**config.mk**
```make
export PLATFORM = sky130hd
export DESIGN_NAME = drum_voice
export DESIGN_NICKNAME = d
export VERILOG_FILES = /design/src/rtl/drum_voice.sv
export SDC_FILE = /design/constraint.sdc
export NUM_CORES = 1
export LEC_CHECK = 0
export ABC_AREA = 1
export CORE_UTILIZATION = 50
export CTS_CLUSTER_DIAMETER = 200
export CTS_CLUSTER_SIZE = 14
export DETAILED_ROUTE_END_ITERATION = 12
export PLACE_DENSITY_LB_ADDON = 0.3
export SLEW_MARGIN = 25
export SYNTH_ARGS = -nofsm -noshare
export SYNTH_HDL_FRONTEND = slang
export SYNTH_SLANG_ARGS = --single-unit
```
**constraint.sdc**
```tcl
create_clock -name Clk -period 14.75 [get_ports Clk]
set_clock_uncertainty 0.15 [all_clocks]
set_input_delay 2.95 -clock Clk [delete_from_list [all_inputs] [get_ports Clk]]
set_output_delay 2.95 -clock Clk [all_outputs]
set_load 0.05 [all_outputs]
```
**src/rtl/drum_voice.sv**
```systemverilog
// Percussive pad voice: debounces the touch pad code and plays a square-wave
// burst per strike, pitch set by the pad, loudness decaying linearly via PWM.
module drum_voice #(
  parameter int unsigned DEBOUNCE  = 50000,
  parameter int unsigned DECAY_DIV = 200000,
  parameter int unsigned TONE_BASE = 95556,
  parameter int unsigned TONE_STEP = 5000
) (
  input  logic       Clk,
  input  logic       rst,
  input  logic [3:0] key,
  output logic       speaker,
  output logic       active,
  output logic [3:0] cur_pad
);

  localparam int unsigned SW = $clog2((DEBOUNCE > 1) ? DEBOUNCE : 2);
  localparam int unsigned DW = $clog2((DECAY_DIV > 1) ? DECAY_DIV : 2);
  localparam int unsigned HW = 17;
  localparam int unsigned AW = 8;
  localparam int unsigned PW = 4;

  localparam logic [SW-1:0] STAB_MAX  = SW'(DEBOUNCE - 1);
  localparam logic [DW-1:0] DECAY_MAX = DW'(DECAY_DIV - 1);

  typedef enum logic {
    S_IDLE = 1'b0,
    S_PLAY = 1'b1
  } state_t;

  logic [PW-1:0] w_key_raw;
  logic [PW-1:0] r_key_prev;
  logic [SW-1:0] r_stab_cnt;
  logic [PW-1:0] r_key_q;
  logic [PW-1:0] r_key_q_d;

  logic          w_strike;
  logic [HW-1:0] w_half;
  logic          w_tone_wrap;
  logic          w_decay_wrap;

  state_t        r_state;
  logic [HW-1:0] r_half;
  logic [HW-1:0] r_tone_cnt;
  logic          r_tone_ph;
  logic [DW-1:0] r_decay_cnt;
  logic [AW-1:0] r_amp;
  logic [AW-1:0] r_pwm_cnt;
  logic          r_speaker;
  logic          r_active;
  logic [PW-1:0] r_cur_pad;

  // Codes 13..15 are not pads and behave exactly like "no touch".
  assign w_key_raw = (key > 4'd12) ? 4'd0 : key;

  // Debounce: accept a code once it has been seen unchanged DEBOUNCE times.
  always_ff @(posedge Clk or negedge rst) begin
    if (!rst) begin
      r_key_prev <= '0;
      r_stab_cnt <= '0;
      r_key_q    <= '0;
      r_key_q_d  <= '0;
    end else begin
      r_key_prev <= w_key_raw;
      r_key_q_d  <= r_key_q;
      if (w_key_raw != r_key_prev) begin
        r_stab_cnt <= '0;
      end else if (r_stab_cnt == STAB_MAX) begin
        r_key_q <= w_key_raw;
      end else begin
        r_stab_cnt <= r_stab_cnt + SW'(1);
      end
    end
  end

  // A strike is the debounced code moving to a new nonzero pad.
  assign w_strike = (r_key_q != 4'd0) && (r_key_q != r_key_q_d);

  assign w_half = HW'(TONE_BASE - (32'(r_key_q) - 32'd1) * TONE_STEP);

  assign w_tone_wrap  = (r_tone_cnt == (r_half - HW'(1)));
  assign w_decay_wrap = (r_decay_cnt == DECAY_MAX);

  // Voice state machine; a strike always restarts, even on the final decay step.
  always_ff @(posedge Clk or negedge rst) begin
    if (!rst) begin
      r_state     <= S_IDLE;
      r_half      <= '0;
      r_tone_cnt  <= '0;
      r_tone_ph   <= 1'b0;
      r_decay_cnt <= '0;
      r_amp       <= '0;
      r_pwm_cnt   <= '0;
      r_speaker   <= 1'b0;
      r_active    <= 1'b0;
      r_cur_pad   <= '0;
    end else begin
      r_pwm_cnt <= r_pwm_cnt + AW'(1);
      r_speaker <= (r_state == S_PLAY) && r_tone_ph && (r_pwm_cnt < r_amp);

      if (w_strike) begin
        r_state     <= S_PLAY;
        r_active    <= 1'b1;
        r_cur_pad   <= r_key_q;
        r_half      <= w_half;
        r_amp       <= AW'(255);
        r_tone_cnt  <= '0;
        r_tone_ph   <= 1'b1;
        r_decay_cnt <= '0;
      end else begin
        case (r_state)
          S_IDLE: begin
            r_active    <= 1'b0;
            r_amp       <= '0;
            r_tone_cnt  <= '0;
            r_tone_ph   <= 1'b0;
            r_decay_cnt <= '0;
          end
          S_PLAY: begin
            if (w_tone_wrap) begin
              r_tone_cnt <= '0;
              r_tone_ph  <= ~r_tone_ph;
            end else begin
              r_tone_cnt <= r_tone_cnt + HW'(1);
            end

            if (w_decay_wrap) begin
              r_decay_cnt <= '0;
              if (r_amp == AW'(1)) begin
                r_state    <= S_IDLE;
                r_active   <= 1'b0;
                r_amp      <= '0;
                r_tone_cnt <= '0;
                r_tone_ph  <= 1'b0;
              end else begin
                r_amp <= r_amp - AW'(1);
              end
            end else begin
              r_decay_cnt <= r_decay_cnt + DW'(1);
            end
          end
          default: begin
            r_state  <= S_IDLE;
            r_active <= 1'b0;
          end
        endcase
      end
    end
  end

  assign speaker = r_speaker;
  assign active  = r_active;
  assign cur_pad = r_cur_pad;

endmodule
```
== Word-level counts from Yosys, hierarchy flattened ==
Index checks and enable logic that the tools add are counted.

* Add/sub/neg operators: 8
* Multiply operators: 1
* Order comparisons: 2
* Eq/ne operators: 9
* Mux-type cells: 28
* Bitwise operators: 3
* Reductions and logical operators: 6

{| class="wikitable"
|+ Operators by type and width
! operator !! count
|-
| 17-bit two-way mux || 4
|-
| 18-bit two-way mux || 2
|-
| 18-bit one-hot mux with 2 select lines || 1
|-
| 17-bit one-hot mux with 2 select lines || 1
|-
| 32-bit by 10-bit multiplier with 14-bit output, second input constant || 1
|-
| 16-bit two-way mux || 2
|-
| 8-bit two-way mux || 3
|-
| 18-bit by 1-bit adder with 18-bit output, second input constant || 1
|-
| 18-bit == test, second input constant || 1
|-
| 17-bit by 1-bit adder with 17-bit output, second input constant || 1
|-
| 17-bit == test || 1
|-
| 17-bit by 1-bit subtractor with 17-bit output, second input constant || 1
|-
| 17-bit subtractor, first input constant || 1
|-
| 16-bit by 1-bit adder with 16-bit output, second input constant || 1
|-
| 16-bit == test, second input constant || 1
|-
| 8-bit one-hot mux with 2 select lines || 1
|-
| 1-bit two-way mux || 11
|-
| 8-bit by 1-bit adder with 8-bit output, second input constant || 1
|-
| 8-bit by 1-bit == test with 1-bit output, second input constant || 1
|-
| 8-bit less-than comparator || 1
|-
| 4-bit inequality test || 2
|-
| 8-bit by 1-bit subtractor with 8-bit output, second input constant || 1
|-
| 4-bit by 1-bit subtractor with 5-bit output, second input constant || 1
|-
| 4-bit greater-than comparator, second input constant || 1
|-
| other kinds (9) || 15
|}

* Flip-flop bits (word level): 104
* Input port bits: 6
* Output and inout bits: 6
* Word-level logic and storage cells: 71

== Depth between registers and ports, before layout ==
* Word-level depth: 7
* Mapped depth: 27
* Depth with buffers taken out: 26

== Least setup slack after synthesis ==
OpenSTA, ideal clock, no wires.

* Path kind: flip-flop to flip-flop
* Start: register r_key_q[0]
* End: register r_half[16]
* Library setup time: 0.118 ns
* Arrival time: 4.378 ns
* Required time: 14.482 ns
* Path slack: 10.104 ns
* Cell stages (with the launch flop): 23
* Buffers on the path: 1
* Period minus slack after synthesis: 4.646 ns
* Path through: dfrtp_1 buf_2 inv_1 ha_1 xnor2_1 ha_1 inv_1 ha_1 ha_1 ha_1 fa_1 ha_1 a21oi_1 nand2_1 xor2_1 inv_1 nand2_1 nor2_1 nand3_1 nand2_1 nand2_1 nand3_1 nand2_1

* Cells in the longest elaborated chain, start to end: 3
* Elaborated cells between the ends (all ways): 6
* Those cells by class: 2 x add/sub; 1 x mul; 1 x eq/ne; 2 x reduce/logical

{| class="wikitable"
|+ RTL lines
! item !! RTL line !! RTL
|-
| start, declared || 34 || <nowiki>logic [PW-1:0] r_key_q;</nowiki>
|-
| start signal, assigned || 69 || <nowiki>r_key_q <= w_key_raw;</nowiki>
|-
| 4-bit by 1-bit subtractor with 5-bit output || 79 || <nowiki>assign w_half = HW'(TONE_BASE - (32'(r_key_q) - 32'd1) * TONE_STEP);</nowiki>
|-
| 32-bit by 10-bit multiplier with 14-bit output || 79 ||
|-
| 17-bit subtractor || 79 ||
|-
| end signal, assigned || 105 || <nowiki>r_half <= w_half;</nowiki>
|-
| end, declared || 43 || <nowiki>logic [HW-1:0] r_half;</nowiki>
|}

Several ways; a longest one is shown, not always the timed one.
A chain may end at the register's enable or synchronous reset.

== Worst setup path in the final report ==
Ends and elaborated chain as after synthesis.

==> flow_metrics.py <==
metrics = {
    "status": {
        "status": "completed",
    },
    "routing": {
        "ant_nets": 0,
        "num_vias": 5057,
        "wirelength_um": 11730,
        "drtIter0Drc": 269,
        "viasPerCell": 4.919,
        "drc": 0,
        "wl_per_cell_um": 11.41,
        "drt_first_pass_iters": 4,
    },
    "sta": {
        "timing_hold_violations_final": 0,
        "max_freq_mhz": 193.6,
        "tightestPinTransition_ns": 0.8577,
        "min_period_ns": 5.165,
        "rsz0062_at_grt": "false",
        "post-route-period-util": 0.3502,
        "setup_tns_ns": 0,
        "setup_slack_ns": 9.585,
        "finalSetupViolCount": 0,
        "max_slew_margin": 0.4282,
        "slew_violations": 0,
    },
    "clock_network": {
        "post_cts_buffers": 0,
        "clockBufferDepth": 2,
        "hold_buffers": 0,
        "cts-root-buf": "clkbuf_16",
        "cts_made_buffers": 9,
        "ctsResizeCount": 0,
        "insertion_delay_ns": 0.35,
        "cts_tree": "built",
        "clk_pin_slew_worst_paths_ns": 0.07,
        "htree_levels": 3,
        "clock-sinks": 102,
    },
    "cells_and_area": {
        "diodes": 0,
        "drive_gt1_frac": 0.07126,
        "num-fill-cells": 1147,
        "nNetsFinal": 910,
        "area_growth_pct": 8.886,
        "finalNonFillerCells": 1028,
    },
    "power": {
        "irDropWorstVdd_mv": 0.09604,
        "intPower_w": 0.0004294,
        "p_sw_frac": 0.2063,
        "p_sw_w": 0.0001116,
        "p_leak_nw": 3.546,
        "sequentialPowerShare": 0.520,
        "power_frac_clock": 0.459,
        "power_w": 0.0005410,
        "power_density_nw_per_um2": 74.45,
        "combinationalPowerShare": 0.021,
    },
    "critical_path": {
        "worst-path-buf-inv": 3,
        "crit_chain": "inv_1 -> ha_1 -> xnor2_1 -> ha_1 -> inv_1 -> ha_1 -> ha_1 -> ha_1 -> fa_1 -> ha_1 -> a21oi_1 -> nand2_1 -> xor2_1 -> inv_1 -> nand2_1 -> nor2_1 -> nand3_1 -> nand2_1 -> nand2_1 -> nand3_1 -> nand2_1",
        "crit_family": "adder cells",
        "crit_required_ns": 14.84,
        "path_common_cell": "ha_1",
        "path_max_fanout": 9,
        "critPathSlowestCell": "xnor2_1",
        "cp-start-kind": "flip-flop",
        "slowest_delay_ns": 0.66,
        "end_kind": "flip-flop",
        "crit_type": "flip-flop to flip-flop",
        "crit_arrival_ns": 5.26,
    },
    "global_routing": {
        "grt_pass1_wl_um": 21390,
        "overflow": 0,
        "grt_pass1_vias": 4921,
        "grt_max_degree": 72,
        "track_usage": 0.1881,
        "grt_antenna_before_repair": 0,
    },
    "die": {
        "die_w_um": 117.5,
        "die_h_um": 117.5,
        "die_area_um2": 13810,
        "start_util": 0.5204,
        "fp-row-count": 41,
        "fp.coreArea_um2": 12820,
        "ioPinCount": 12,
    },
    "synthesis": {
        "synth_edf_count": 0,
        "synth.cell_area_um2": 6674,
        "ys_seq_area_frac": 0.3825,
        "syn_avg_cell_area_um2": 7.964,
        "ys.warnings.count": 0,
        "synthArstFlopShare": 1.000,
        "syn_nets": 897,
        "synthFlopType": "dfrtp_1",
        "synth_seq_cells": 102,
        "synth_cells": 838,
        "synthDistinctLibCells": 47,
    },
    "placed_design": {
        "hpwl_um": 8904,
        "globalplace.congestion": 0.8361,
        "numPortBuffers": 11,
        "dpl.cell_count": 1012,
        "dp_slack_ns": 9.531,
    },
    "job": {
        "maxCapViolations": 0,
    },
    "hold_path": {
        "min_path_type": "flip-flop to flip-flop",
    },
}
metal layers:
layer | vias to the layer above | routed length [µm] | global-route usage
met2 | 50 | 5211 | 0.2922
met5 | - | 0 | 0
met1 | 2293 | 6051 | 0.2611
met3 | 8 | 360 | 0.04748
met4 | 0 | 108 | 0.05128
li1 | 2706 | - | -
power by group through the flow:
| stage | Clock [W] | Combinational (W) | Sequential, W |
|---|---|---|---|
| 5_1_grt | 0.000267 | 0.0000141 | 0.000281 |
| 6_report | 0.000248 | 0.0000116 | 0.000281 |
| 2_1_floorplan | 0 | 0.00000431 | 0.000287 |
| 4_1_cts | 0.000255 | 0.0000122 | 0.000281 |
| 3_3_place_gp | 0 | 0.0000121 | 0.000287 |
| 3_5_place_dp | 0 | 0.0000122 | 0.000287 |
worst paths after layout:
check | endpoint | slack, ns | start | cells after the start
worst min register to register | r_tone_cnt[0] | 0.32 | r_tone_cnt[0] | 1
worst min-delay path | r_tone_cnt[0] | 0.32 | r_tone_cnt[0] | 1
min in group asynchronous | r_half[10] | 2.37 | rst | 1
worst max-delay path | r_half[16] | 9.58 | r_key_q[0] | 21
worst max register to register | r_half[16] | 9.58 | r_key_q[0] | 21
max in group asynchronous | r_stab_cnt[14] | 10.88 | rst | 2
cells in the mapped netlist, drive strengths merged, types with 15 or more instances:
| master | number | area (µm²) |
|---|---|---|
| nand3 | 52 | 270.3 |
| nand2 | 185 | 729.4 |
| ha | 45 | 563.0 |
| nand4 | 18 | 112.6 |
| a21oi | 24 | 120.1 |
| nor3 | 15 | 80.08 |
| xor2 | 36 | 315.3 |
| dfrtp | 102 | 2552 |
| xnor2 | 24 | 210.2 |
| inv | 133 | 499.2 |
| nor2 | 106 | 479.2 |
| o21ai | 34 | 173.9 |
final cells by class:
class / count / area (µm²) / share of cell area
Multi-Input combinational cell: 592 / 3557 / 0.4895
Sequential cell: 102 / 2552 / 0.3512
Inverter: 133 / 499.2 / 0.06870
Clock buffer: 12 / 266.5 / 0.03667
Tap cell: 172 / 215.2 / 0.02961
Timing Repair Buffer: 13 / 122.6 / 0.01687
Clock inverter: 4 / 53.80 / 0.007404
through the flow:
| step | utilization | cell area, µm² | hold slack [ns] |
|---|---|---|---|
| global route | 0.5666 | 7267 | 0.3325 |
| detailed placement | 0.5417 | 6947 | 0.3046 |
| finish | 0.5666 | 7267 | 0.3152 |
| floorplan | - | 6674 | 0.2029 |
| CTS | 0.5666 | 7267 | 0.3166 |
| global placement | 0.5417 | 6947 | 0.2987 |
cell usage in the layout, fill, tap and decap left out, types with 4 or more instances in the layout:
cell type        Yosys  final
clkbuf_16            0      9
nor2_2              23     23
xnor2_1             24     24
nor2_1              81     81
a31oi_1              7      7
o221ai_1             4      4
xor2_1              36     36
dfrtp_1            102    102
fa_1                 8      8
ha_1                45     45
o21ai_0             33     33
nand3_1             50     50
nand4_1             18     18
clkdlybuf4s50_1      0     10
nand2_1            177    177
nand2_2              5      5
a21oi_1             24     24
inv_1              130    130
nand3b_1             6      6
nor3_1              14     14
logic make-up after synthesis:
logic type,synth area share
adders and majority gates,0.1084
and+or+nand+nor,0.2668
AOI/OAI and AO/OA,0.07574
xor gates and xnor gates,0.08211
buffers and inverters,0.08455
DFF,0.3825
state kept, by name (all words and copies together), names as in the netlist:
signal / cells
active: 1
r_half: 15
r_key_prev: 4
r_state: 1
r_tone_cnt: 17
r_amp: 8
cur_pad: 4
r_stab_cnt: 16
speaker: 1
r_key_q: 4
r_decay_cnt: 18
r_pwm_cnt: 8
r_tone_ph: 1
r_key_q_d: 4
worst register-to-register path: stages (launching register included):
cell     delay, ns
dfrtp_1       0.50
inv_1         0.20
ha_1          0.28
xnor2_1       0.66
ha_1          0.36
inv_1         0.05
ha_1          0.22
ha_1          0.29
ha_1          0.32
fa_1          0.46
ha_1          0.38
a21oi_1       0.22
nand2_1       0.13
xor2_1        0.19
inv_1         0.07
nand2_1       0.07
nor2_1        0.15
nand3_1       0.12
nand2_1       0.08
nand2_1       0.05
nand3_1       0.06
nand2_1       0.06
Note: power is estimated with default switching activity, not from simulation.
